<file path="config.mk">
export PLATFORM = sky130hd
export DESIGN_NAME = tbird_light_decoder
export DESIGN_NICKNAME = d
export VERILOG_FILES = /design/src/rtl/tbird_pkg.sv /design/src/rtl/tbird_pattern_classify.sv /design/src/rtl/tbird_light_decoder.sv
export SDC_FILE = /design/constraint.sdc
export NUM_CORES = 1
export LEC_CHECK = 0
export BUFFER_PORTS_ARGS = -buffer_cell sky130_fd_sc_hd__buf_2
export CAP_MARGIN = 20
export CORE_UTILIZATION = 49
export CTS_CLUSTER_DIAMETER = 80
export DETAILED_ROUTE_END_ITERATION = 8
export PLACE_DENSITY = 0.86
export SETUP_SLACK_MARGIN = 0.4
export SYNTH_ARGS = -nofsm -noshare
export SYNTH_HDL_FRONTEND = slang
export SYNTH_SLANG_ARGS = --single-unit
</file>
<file path="constraint.sdc">
create_clock -name clk -period 2.8 [get_ports clk]
set_clock_uncertainty 0.15 [all_clocks]
set_input_delay 0.28 -clock clk [delete_from_list [all_inputs] [get_ports clk]]
set_output_delay 0.28 -clock clk [all_outputs]
set_load 0.02 [all_outputs]
</file>
<file path="src/rtl/tbird_pkg.sv">
// Shared Thunderbird tail-light types: sequencer state, lamp patterns, decoder error causes.
// Latency: n/a (types, constants and a pure function only).
// Backpressure: n/a.
package tbird_pkg;

    typedef enum logic [2:0] {
        ST_IDLE = 3'd0,
        ST_L1   = 3'd1,
        ST_L2   = 3'd2,
        ST_L3   = 3'd3,
        ST_R1   = 3'd4,
        ST_R2   = 3'd5,
        ST_R3   = 3'd6,
        ST_LR3  = 3'd7
    } t_tbird_lights_state;

    // Lamp patterns packed as {l_lights, r_lights}.
    localparam logic [5:0] PAT_IDLE = 6'b000_000;
    localparam logic [5:0] PAT_L1   = 6'b001_000;
    localparam logic [5:0] PAT_L2   = 6'b011_000;
    localparam logic [5:0] PAT_L3   = 6'b111_000;
    localparam logic [5:0] PAT_R1   = 6'b000_001;
    localparam logic [5:0] PAT_R2   = 6'b000_011;
    localparam logic [5:0] PAT_R3   = 6'b000_111;
    localparam logic [5:0] PAT_LR3  = 6'b111_111;

    typedef enum logic [1:0] {
        ERR_NONE      = 2'b00,
        ERR_ILL_PAT   = 2'b01,
        ERR_ILL_TRANS = 2'b10
    } t_tbird_dec_err;

    // True when the sequencer can step from cur to nxt in one cycle.
    // Only IDLE may repeat; every other state advances each cycle.
    function automatic logic legal_trans(input t_tbird_lights_state cur,
                                         input t_tbird_lights_state nxt);
        logic ok;
        ok = 1'b0;
        case (cur)
            ST_IDLE: ok = (nxt == ST_IDLE) || (nxt == ST_L1) || (nxt == ST_R1) || (nxt == ST_LR3);
            ST_L1:   ok = (nxt == ST_L2)   || (nxt == ST_LR3);
            ST_L2:   ok = (nxt == ST_L3)   || (nxt == ST_LR3);
            ST_L3:   ok = (nxt == ST_IDLE) || (nxt == ST_LR3);
            ST_R1:   ok = (nxt == ST_R2)   || (nxt == ST_LR3);
            ST_R2:   ok = (nxt == ST_R3)   || (nxt == ST_LR3);
            ST_R3:   ok = (nxt == ST_IDLE) || (nxt == ST_LR3);
            ST_LR3:  ok = (nxt == ST_IDLE);
            default: ok = 1'b0;
        endcase
        return ok;
    endfunction

endpackage

</file>
<file path="src/rtl/tbird_pattern_classify.sv">
// Maps the two lamp buses to a sequencer state, flagging patterns the sequencer never drives.
// Latency: combinational, zero cycles.
// Backpressure: none.
module tbird_pattern_classify
    import tbird_pkg::*;
(
    input  logic [2:0]          l_lights,
    input  logic [2:0]          r_lights,
    output t_tbird_lights_state state,
    output logic                illegal
);

    // Decode the packed lamp pattern; unknown patterns report IDLE plus illegal.
    always_comb begin
        state   = ST_IDLE;
        illegal = 1'b0;
        case ({l_lights, r_lights})
            PAT_IDLE: state = ST_IDLE;
            PAT_L1:   state = ST_L1;
            PAT_L2:   state = ST_L2;
            PAT_L3:   state = ST_L3;
            PAT_R1:   state = ST_R1;
            PAT_R2:   state = ST_R2;
            PAT_R3:   state = ST_R3;
            PAT_LR3:  state = ST_LR3;
            default:  illegal = 1'b1;
        endcase
    end

endmodule

</file>
<file path="src/rtl/tbird_light_decoder.sv">
// Rebuilds the tail-light sequencer state from lamp buses; pulses/counts completed sequences, flags errors.
// Latency: one cycle from sampling edge to every output (all registered). Build option: TBIRD_DEC_COUNT_EN.
// Backpressure: none; accepts one pattern per cycle whenever sample_en is high.
module tbird_light_decoder
    import tbird_pkg::*;
#(
    parameter int CNT_W = 8
) (
    input  logic             clk,
    input  logic             rst_b,
    input  logic             sample_en,
    input  logic [2:0]       l_lights,
    input  logic [2:0]       r_lights,
    input  logic             clr_err,
    output logic             left_done,
    output logic             right_done,
    output logic             haz_done,
    output logic             busy,
    output logic             err,
    output logic [1:0]       err_code,
    output logic [CNT_W-1:0] left_cnt,
    output logic [CNT_W-1:0] right_cnt,
    output logic [CNT_W-1:0] haz_cnt
);

    t_tbird_lights_state obs_state;
    logic                obs_illegal;
    t_tbird_lights_state state_q, state_d;
    logic                left_d, right_d, haz_d;
    logic                err_set;
    t_tbird_dec_err      err_cause;
    logic                err_d;
    t_tbird_dec_err      err_code_q, err_code_d;

    tbird_pattern_classify u_classify (
        .l_lights (l_lights),
        .r_lights (r_lights),
        .state    (obs_state),
        .illegal  (obs_illegal)
    );

    // Next decoder state, completion pulses and error detection for this sample.
    always_comb begin
        state_d   = state_q;
        left_d    = 1'b0;
        right_d   = 1'b0;
        haz_d     = 1'b0;
        err_set   = 1'b0;
        err_cause = ERR_NONE;
        if (sample_en) begin
            if (obs_illegal) begin
                state_d   = ST_IDLE;
                err_set   = 1'b1;
                err_cause = ERR_ILL_PAT;
            end else if (!legal_trans(state_q, obs_state)) begin
                // Resync to what the lamps show so later sequences still decode.
                state_d   = obs_state;
                err_set   = 1'b1;
                err_cause = ERR_ILL_TRANS;
            end else begin
                state_d = obs_state;
                if (obs_state == ST_IDLE) begin
                    left_d  = (state_q == ST_L3);
                    right_d = (state_q == ST_R3);
                    haz_d   = (state_q == ST_LR3);
                end
            end
        end
    end

    // Sticky error: first cause is kept; a new error in the same cycle as clr_err wins.
    always_comb begin
        err_d      = err;
        err_code_d = err_code_q;
        if (err_set) begin
            err_d = 1'b1;
            if (!err || clr_err) begin
                err_code_d = err_cause;
            end
        end else if (clr_err) begin
            err_d      = 1'b0;
            err_code_d = ERR_NONE;
        end
    end

    // State, pulse and error registers.
    always_ff @(posedge clk or negedge rst_b) begin
        if (!rst_b) begin
            state_q    <= ST_IDLE;
            left_done  <= 1'b0;
            right_done <= 1'b0;
            haz_done   <= 1'b0;
            busy       <= 1'b0;
            err        <= 1'b0;
            err_code_q <= ERR_NONE;
        end else begin
            state_q    <= state_d;
            left_done  <= left_d;
            right_done <= right_d;
            haz_done   <= haz_d;
            busy       <= (state_d != ST_IDLE);
            err        <= err_d;
            err_code_q <= err_code_d;
        end
    end

    assign err_code = err_code_q;

`ifdef TBIRD_DEC_COUNT_EN
    logic [CNT_W-1:0] left_cnt_q, right_cnt_q, haz_cnt_q;

    // Completed-sequence counters; they step with the pulse and wrap naturally.
    always_ff @(posedge clk or negedge rst_b) begin
        if (!rst_b) begin
            left_cnt_q  <= '0;
            right_cnt_q <= '0;
            haz_cnt_q   <= '0;
        end else begin
            left_cnt_q  <= left_cnt_q  + CNT_W'(left_d);
            right_cnt_q <= right_cnt_q + CNT_W'(right_d);
            haz_cnt_q   <= haz_cnt_q   + CNT_W'(haz_d);
        end
    end

    assign left_cnt  = left_cnt_q;
    assign right_cnt = right_cnt_q;
    assign haz_cnt   = haz_cnt_q;
`else
    assign left_cnt  = '0;
    assign right_cnt = '0;
    assign haz_cnt   = '0;
`endif

endmodule
</file>
==> summary.txt, run 1 <==
Run status
  – Status: complete, no violations

CTS
  – Clk_lat worst skew: 250 ps
  – Clk slew on worst S/H paths: 60 ps
  – CTS tree: done
  – Longest Clk Path Bufs: 2
  – Root Buffer: clkbuf_4
  – # clock sinks: 10
  – H-tree depth: 1
  – Num CTS Buffers: 3
  – Total setup buffers inserted after CTS: 0

Route
  – Remaining DRCs: 0
  – WL final: 1.602 mm
  – DRT iter0 DRCs: 29
  – Vias per cell: 5.540
  – Via count: 770
  – Antenna Nets Post-Route: 0
  – Wire length per cell: 11.53 µm
  – Drt pass-1 iters: 6

Layout
  – Area growth syn-to-layout: 3.175%
  – Fillers: 158
  – Post-route insts no fill: 139
  – ANT cells: 0
  – FF/Latch Area: 250.2 µm²
  – Final #Nets: 135
  – Commonest non-fill, non-tap cell in the layout: conb_1
  – Share of cells above drive strength 1: 0.2114
  – Footprint of the multi-input gates: 500.5 µm²
  – Leading cell types in the layout, fill and taps excluded: 24 x conb_1, 16 x buf_2, 10 x dfrtp_1

Place
  – Port Buffer Count: 16
  – GPL Wtd Cong: 0.8762
  – Post-Place Cells: 135
  – Final HPWL DP: 1.210 mm

GRT
  – Initial antenna violation count: 0
  – Global route total overflow: 0
  – Vias in the first global route: 647
  – Total track usage: 0.1853
  – First-pass GRT wire length: 2.635 mm
  – Largest net degree at the start of global routing: 11

Timing
  – Max Fclk: 0.5137 GHz
  – RSZ-0062 raised after global routing: false
  – Hold Fails Final Rpt: 0
  – Max-slew violations: 0
  – Final min period: 1947 ps
  – TNS Setup: 0 ps
  – Endpoints failing setup: 0
  – Period utilisation layout: 0.6952

Min path
  – HP Class: in -> reg
  – Hold Crit Endpoint: err_code[1]
  – Hold_sp: clr_err
  – Hold Crit Depth: 4

Logic synthesis
  – Sequential share of the synthesized area: 0.2886
  – Leading area contributor after synthesis: dfrtp_1
  – Synth area leaders: dfrtp_1 29%, buf_4 21%, nand3_1 4.0%, nand2_1 3.9%, nor3_1 3.5%
  – Top cell type's share of synthesized area: 0.2886
  – Yosys reg bits: 10
  – Syn Inst Count: 107
  – Synth Cell Area: 867.1 µm²
  – Yosys warnings: 0
  – Avg Inst Size Synth: 8.104 µm²
  – Number of distinct library cells after synthesis: 35

Pwr
  – PD cells: 399.0 nW/µm²
  – Peak supply drop: 202.9 µV
  – LEAKAGE: 0.4284 nW

Floorplan
  – Die Ht: 44.07 µm
  – Ports: 41
  – Initial core utilization: 0.5500
  – Die Wd: 44.07 µm
  – FP Rows: 14
  – Die footprint: 1942 µm²
  – Core Region: 1577 µm²

Flow run
  – Max-cap violations: 0

Setup path
  – Worst setup EP type: flip-flop
  – Crit-path max FO: 7
  – Worst EP arrival: 1950 ps
  – R2r setup slk: 1060 ps
  – WS Path Type: in -> reg
  – Reg2Reg Depth: 5
  – CP Launch Type: primary input
  – CP required: 2800 ps
  – Reg-to-reg startpoint: state_q[1]
  – Worst flop-to-flop path endpoint: err_code[1]
==> worst max-delay path, stage by stage <==
cell	delay, ps
buf_2	140
or3_4	410
a21oi_1	390
nor2_1	160
o21bai_1	240
a41oi_2	150
o21a_1	190
==> per-stage QoR <==
stage | hold WS [ps] | power (W) | setup slack [ps] | util | instance area (µm²)
2_1_floorplan | -165.6 | 0.0002619 | 834.2 | - | 953.4
3_5_place_dp | 1.033 | 0.0002633 | 619.0 | 0.5468 | 862.1
4_1_cts | 184.5 | 0.0003608 | 870.1 | 0.5675 | 894.6
6_report | 189.5 | 0.0003570 | 853.5 | 0.5675 | 894.6
5_1_grt | 200.6 | 0.0003785 | 652.2 | 0.5675 | 894.6
3_3_place_gp | 1.840 | 0.0002610 | 642.3 | 0.5468 | 862.1
==> cells by family (layout without fill, tap and decap cells) <==
| logic type | Yosys count | count (layout) | synth area share |
|---|---|---|---|
| buffers and inverters | 30 | 23 | 0.2338 |
| DFF | 10 | 10 | 0.2886 |
| muxes | 1 | 1 | 0.01299 |
| other | 1 | 24 | 0.004325 |
| and+or+nand+nor | 42 | 42 | 0.2569 |
| xor gates and xnor gates | 1 | 1 | 0.01010 |
| AOI/OAI and AO/OA | 22 | 22 | 0.1934 |
==> where the power goes <==
group          internal, W  switching, W  total [W]  leakage, nW
sequential        0.000152    0.00000832   0.000161        0.130
clock            0.0000494     0.0000442  0.0000936       0.0138
combinational    0.0000303     0.0000723   0.000103        0.284
total             0.000232      0.000125   0.000357        0.428
==> state kept, by name, summed over array words and instances, names as in the netlist <==
register,count
err,1
haz_done,1
busy,1
err_code,2
left_done,1
state_q,3
right_done,1
==> how the worst max path moves through the flow <==
stage	from	endpoint	cells after the start	slack [ps]
floorplan	l_lights[2]	err_code[1]	6	830
global placement	r_lights[2]	err_code[0]	7	640
detailed placement	l_lights[2]	err_code[1]	7	620
CTS	r_lights[2]	err	7	870
global route	r_lights[2]	err	7	650
finish	r_lights[2]	err_code[0]	7	850
==> what timing repair did <==
action,in CTS,in global routing
resized for setup,0,0
hold buffers,1,0
endpoints found under the hold margin,10,0
==> final cells by class <==
type                            count  area share
Timing Repair Buffer               17      0.1007
Clock buffer                        3     0.02517
Sequential cell                    10      0.2797
Multi-Input combinational cell     90      0.5594
Inverter                            3     0.01259
Tap cell                           16     0.02238
==> layer usage <==
layer | global-route usage | wire (µm) | part of all wire | up-vias
met1 | 0.2073 | 664 | 0.41 | 361
met5 | 0 | 0 | 0 | -
li1 | - | - | - | 364
met2 | 0.3147 | 815 | 0.51 | 43
met4 | 0.08485 | 8 | 0.0050 | 0
met3 | 0.06531 | 114 | 0.071 | 2
==> cell usage after synthesis, drive strengths merged <==
master / number
o21ai: 3
a31oi: 2
mux2: 1
o32ai: 1
a21oi: 5
or2: 1
a32o: 1
conb: 1
a21o: 1
clkbuf: 1
nand4: 2
or4: 1
dfrtp: 10
nand2b: 1
o31a: 1
buf: 26
nor2: 8
and3: 1
a41oi: 2
o21a: 2
or3: 4
nand2: 9
o21bai: 1
nor3: 6
xnor2: 1
o211a: 1
nand3: 7
nor4b: 1
o2bb2ai: 2
nor2b: 1
inv: 3
No activity file was read; power rests on OpenSTA's default activity.
==> run 2: changes to the inputs <==
- CORE_UTILIZATION: 49 -> 41
- PLACE_DENSITY: 0.86 -> 0.77
- clock period: 2.8 -> 1.6 ns (I/O delays scaled with it)
==> summary.txt, run 2 (same netlist as run 1, synthesis figures left out) <==
Floorplan
  – Die Ht: 47.99 µm (was 44.07 µm)
  – Ports: 41 (unchanged)
  – Initial core utilization: 0.4375 (was 0.5500)
  – FP Rows: 16 (was 14)
  – Core Region: 1982 µm² (was 1577 µm²)
  – Die Wd: 47.99 µm (was 44.07 µm)
  – Die footprint: 2303 µm² (was 1942 µm²)

Flow run
  – Max-cap violations: 0 (unchanged)

Timing
  – Period utilisation layout: 1.090
  – RSZ-0062 raised after global routing: true (was false)
  – Hold Fails Final Rpt: 0 (unchanged)
  – Final min period: 1744 ps
  – Max-slew violations: 0 (unchanged)
  – Worst hold slack: 61.60 ps (was 189.5 ps)
  – Max Fclk: 0.5732 GHz
  – Post-route setup slack: -144.5 ps (was 853.5 ps)
  – Endpoints failing setup: 3 (was 0)

Place
  – Dpl ws: -354.1 ps (was 619.0 ps)
  – Final HPWL DP: 1.435 mm (was 1.210 mm)
  – GPL Wtd Cong: 0.8491 (was 0.8762)
  – Port Buffer Count: 16 (unchanged)
  – Area post-placement: 1072 µm² (was 862.1 µm²)
  – Post-Place Cells: 167 (was 135)

CTS
  – Num CTS Buffers: 3 (unchanged)
  – Clk_lat worst skew: 270 ps (was 250 ps)
  – Root Buffer: clkbuf_4 (unchanged)
  – Clk slew on worst S/H paths: 60 ps (about the same)
  – H-tree depth: 1 (unchanged)
  – # clock sinks: 10 (unchanged)
  – Longest Clk Path Bufs: 2 (unchanged)
  – CTS tree: done (unchanged)

Pwr
  – Logic pwr share: 0.347 (was 0.288)
  – Sequential share of power: 0.359 (was 0.450)
  – Sw Ratio: 0.3350 (was 0.3497)
  – Internal Power: 0.0005130 W (was 0.0002321 W)
  – Peak supply drop: 700.5 µV (was 202.9 µV)
  – Clk network pwr share: 0.294 (was 0.262)
  – PD cells: 602.1 nW/µm² (was 399.0 nW/µm²)
  – Pwr Total: 0.0007715 W (was 0.0003570 W)
  – LEAKAGE: 0.5975 nW (was 0.4284 nW)
  – NetSw: 0.0002585 W (was 0.0001248 W)

Setup path
  – Levels on crit path: 7 (unchanged)
  – Reg2Reg Depth: 4 (was 5)
  – Slowest cell on the critical path: or4_4 (was or3_4)
  – Buffers & Inverters on Critical Path: 1 (unchanged)
  – CP Launch Type: primary input (unchanged)
  – Crit-path max FO: 4 (was 7)
  – Crit path largest cell delay: 550 ps (was 410 ps)
  – Worst path cell trace: buf_8 > or3_4 > a21oi_4 > nor3_4 > or4_4 > a41oi_2 > a21oi_1 (was buf_2 > or3_4 > a21oi_1 > nor2_1 > o21bai_1 > a41oi_2 > o21a_1)
  – Worst EP arrival: 1750 ps (was 1950 ps)
  – CP required: 1600 ps (was 2800 ps)
  – WS Path Type: in -> reg (unchanged)
  – Worst setup EP type: flip-flop (unchanged)
  – CP top delay family: simple AND/OR/NAND/NOR gates (was compound AO/OA/AOI/OAI gates)

GRT
  – Largest net degree at the start of global routing: 11 (unchanged)
  – Initial antenna violation count: 0 (unchanged)
  – Total track usage: 0.2065 (was 0.1853)
  – First-pass GRT wire length: 3.243 mm (was 2.635 mm)
  – Global route total overflow: 0 (unchanged)
  – Vias in the first global route: 720 (was 647)

Route
  – Antenna Nets Post-Route: 0 (unchanged)
  – Vias per cell: 4.937 (was 5.540)
  – Drt pass-1 iters: 4 (was 6)
  – Remaining DRCs: 0 (unchanged)
  – DRT iter0 DRCs: 25 (was 29)
  – Wire length per cell: 12.15 µm (was 11.53 µm)
  – Via count: 864 (was 770)
  – WL final: 2.126 mm (was 1.602 mm)

Layout
  – Fillers: 155 (was 158)
  – Max reg flops: 3 (unchanged)
  – Cell area after layout: 1281 µm² (was 894.6 µm²)
  – Share of cells above drive strength 1: 0.4459 (was 0.2114)
  – Post-route insts no fill: 175 (was 139)
  – ANT cells: 0 (unchanged)
  – Commonest non-fill, non-tap cell in the layout: conb_1 (unchanged)
  – Largest reg by FF count: state_q (unchanged)
  – Leading cell types in the layout, fill and taps excluded: 24 x conb_1, 20 x buf_4, 10 x dfrtp_1, 10 x buf_2, 9 x nand2_1 (was 24 x conb_1, 16 x buf_2, 10 x dfrtp_1)
  – Final #Nets: 159 (was 135)
  – FF/Latch Area: 250.2 µm² (unchanged)
  – Area growth syn-to-layout: 47.76% (was 3.175%)
  – Footprint of the multi-input gates: 619.3 µm² (was 500.5 µm²)

Run status
  – Failing checks: negative setup slack
  – Status: complete, but fails checks (was complete, no violations)

Min path
  – HP Class: in -> reg (unchanged)
  – Hold Crit Depth: 4 (unchanged)
-- run 2: changes by cell type in the layout (fill, tap and decap cells not counted), sizes merged --
cell	previous run	this run
buf	16	40
clkbuf	3	4
-- run 2: power groups by stage --
stage	logic (W)	clock network, W	registers, W
2_1_floorplan	0.000174	0	0.000291
3_3_place_gp	0.000219	0	0.000281
3_5_place_dp	0.000223	0	0.000281
4_1_cts	0.000250	0.000233	0.000277
5_1_grt	0.000292	0.000249	0.000279
6_report	0.000268	0.000227	0.000277
-- run 2: worst paths after layout --
path | from | to | slack (ps)
max | r_lights[2] | err_code[1] | -140
min | clr_err | err_code[1] | 60
max reg2reg | state_q[0] | err_code[1] | -70
min reg2reg | err_code[1] | err_code[1] | 410
max in group asynchronous | rst_b | err_code[1] | 980
min in group asynchronous | rst_b | state_q[1] | 130
-- run 2: layer usage --
metal	GRT usage	vias to the layer above	wire [µm]
met2	0.3378	23	1117
li1	-	416	-
met1	0.2694	425	934
met3	0.06792	0	74
met4	0.03333	0	0
met5	0	-	0
-- run 2: through the flow --
step,TNS [ps],util
global route,-474.9,0.6465
finish,-384.4,0.6465
floorplan,-463.8,-
CTS,-253.4,0.6263
global placement,-1550,0.5410
detailed placement,-1703,0.5410
-- run 2: cell type report --
class / count / share of cell area
clock buffer: 4 / 0.02832
inverter: 3 / 0.008789
multi-input combinational: 90 / 0.4834
sequential: 10 / 0.1953
tap: 27 / 0.02637
timing repair buffer: 41 / 0.2578
-- run 2: what timing repair did --
item,4_1_cts,5_1_grt
endpoints found under the hold margin,10,0
endpoints found under the setup margin,8,8
pin swaps,10,9
buffers inserted,2,1
hold buffers,1,0
resized for setup,24,10
-- run 2: worst min-delay path: stages --
cell     delay (ps)
buf_2            80
inv_1            60
nand2_1          80
a21oi_1          60
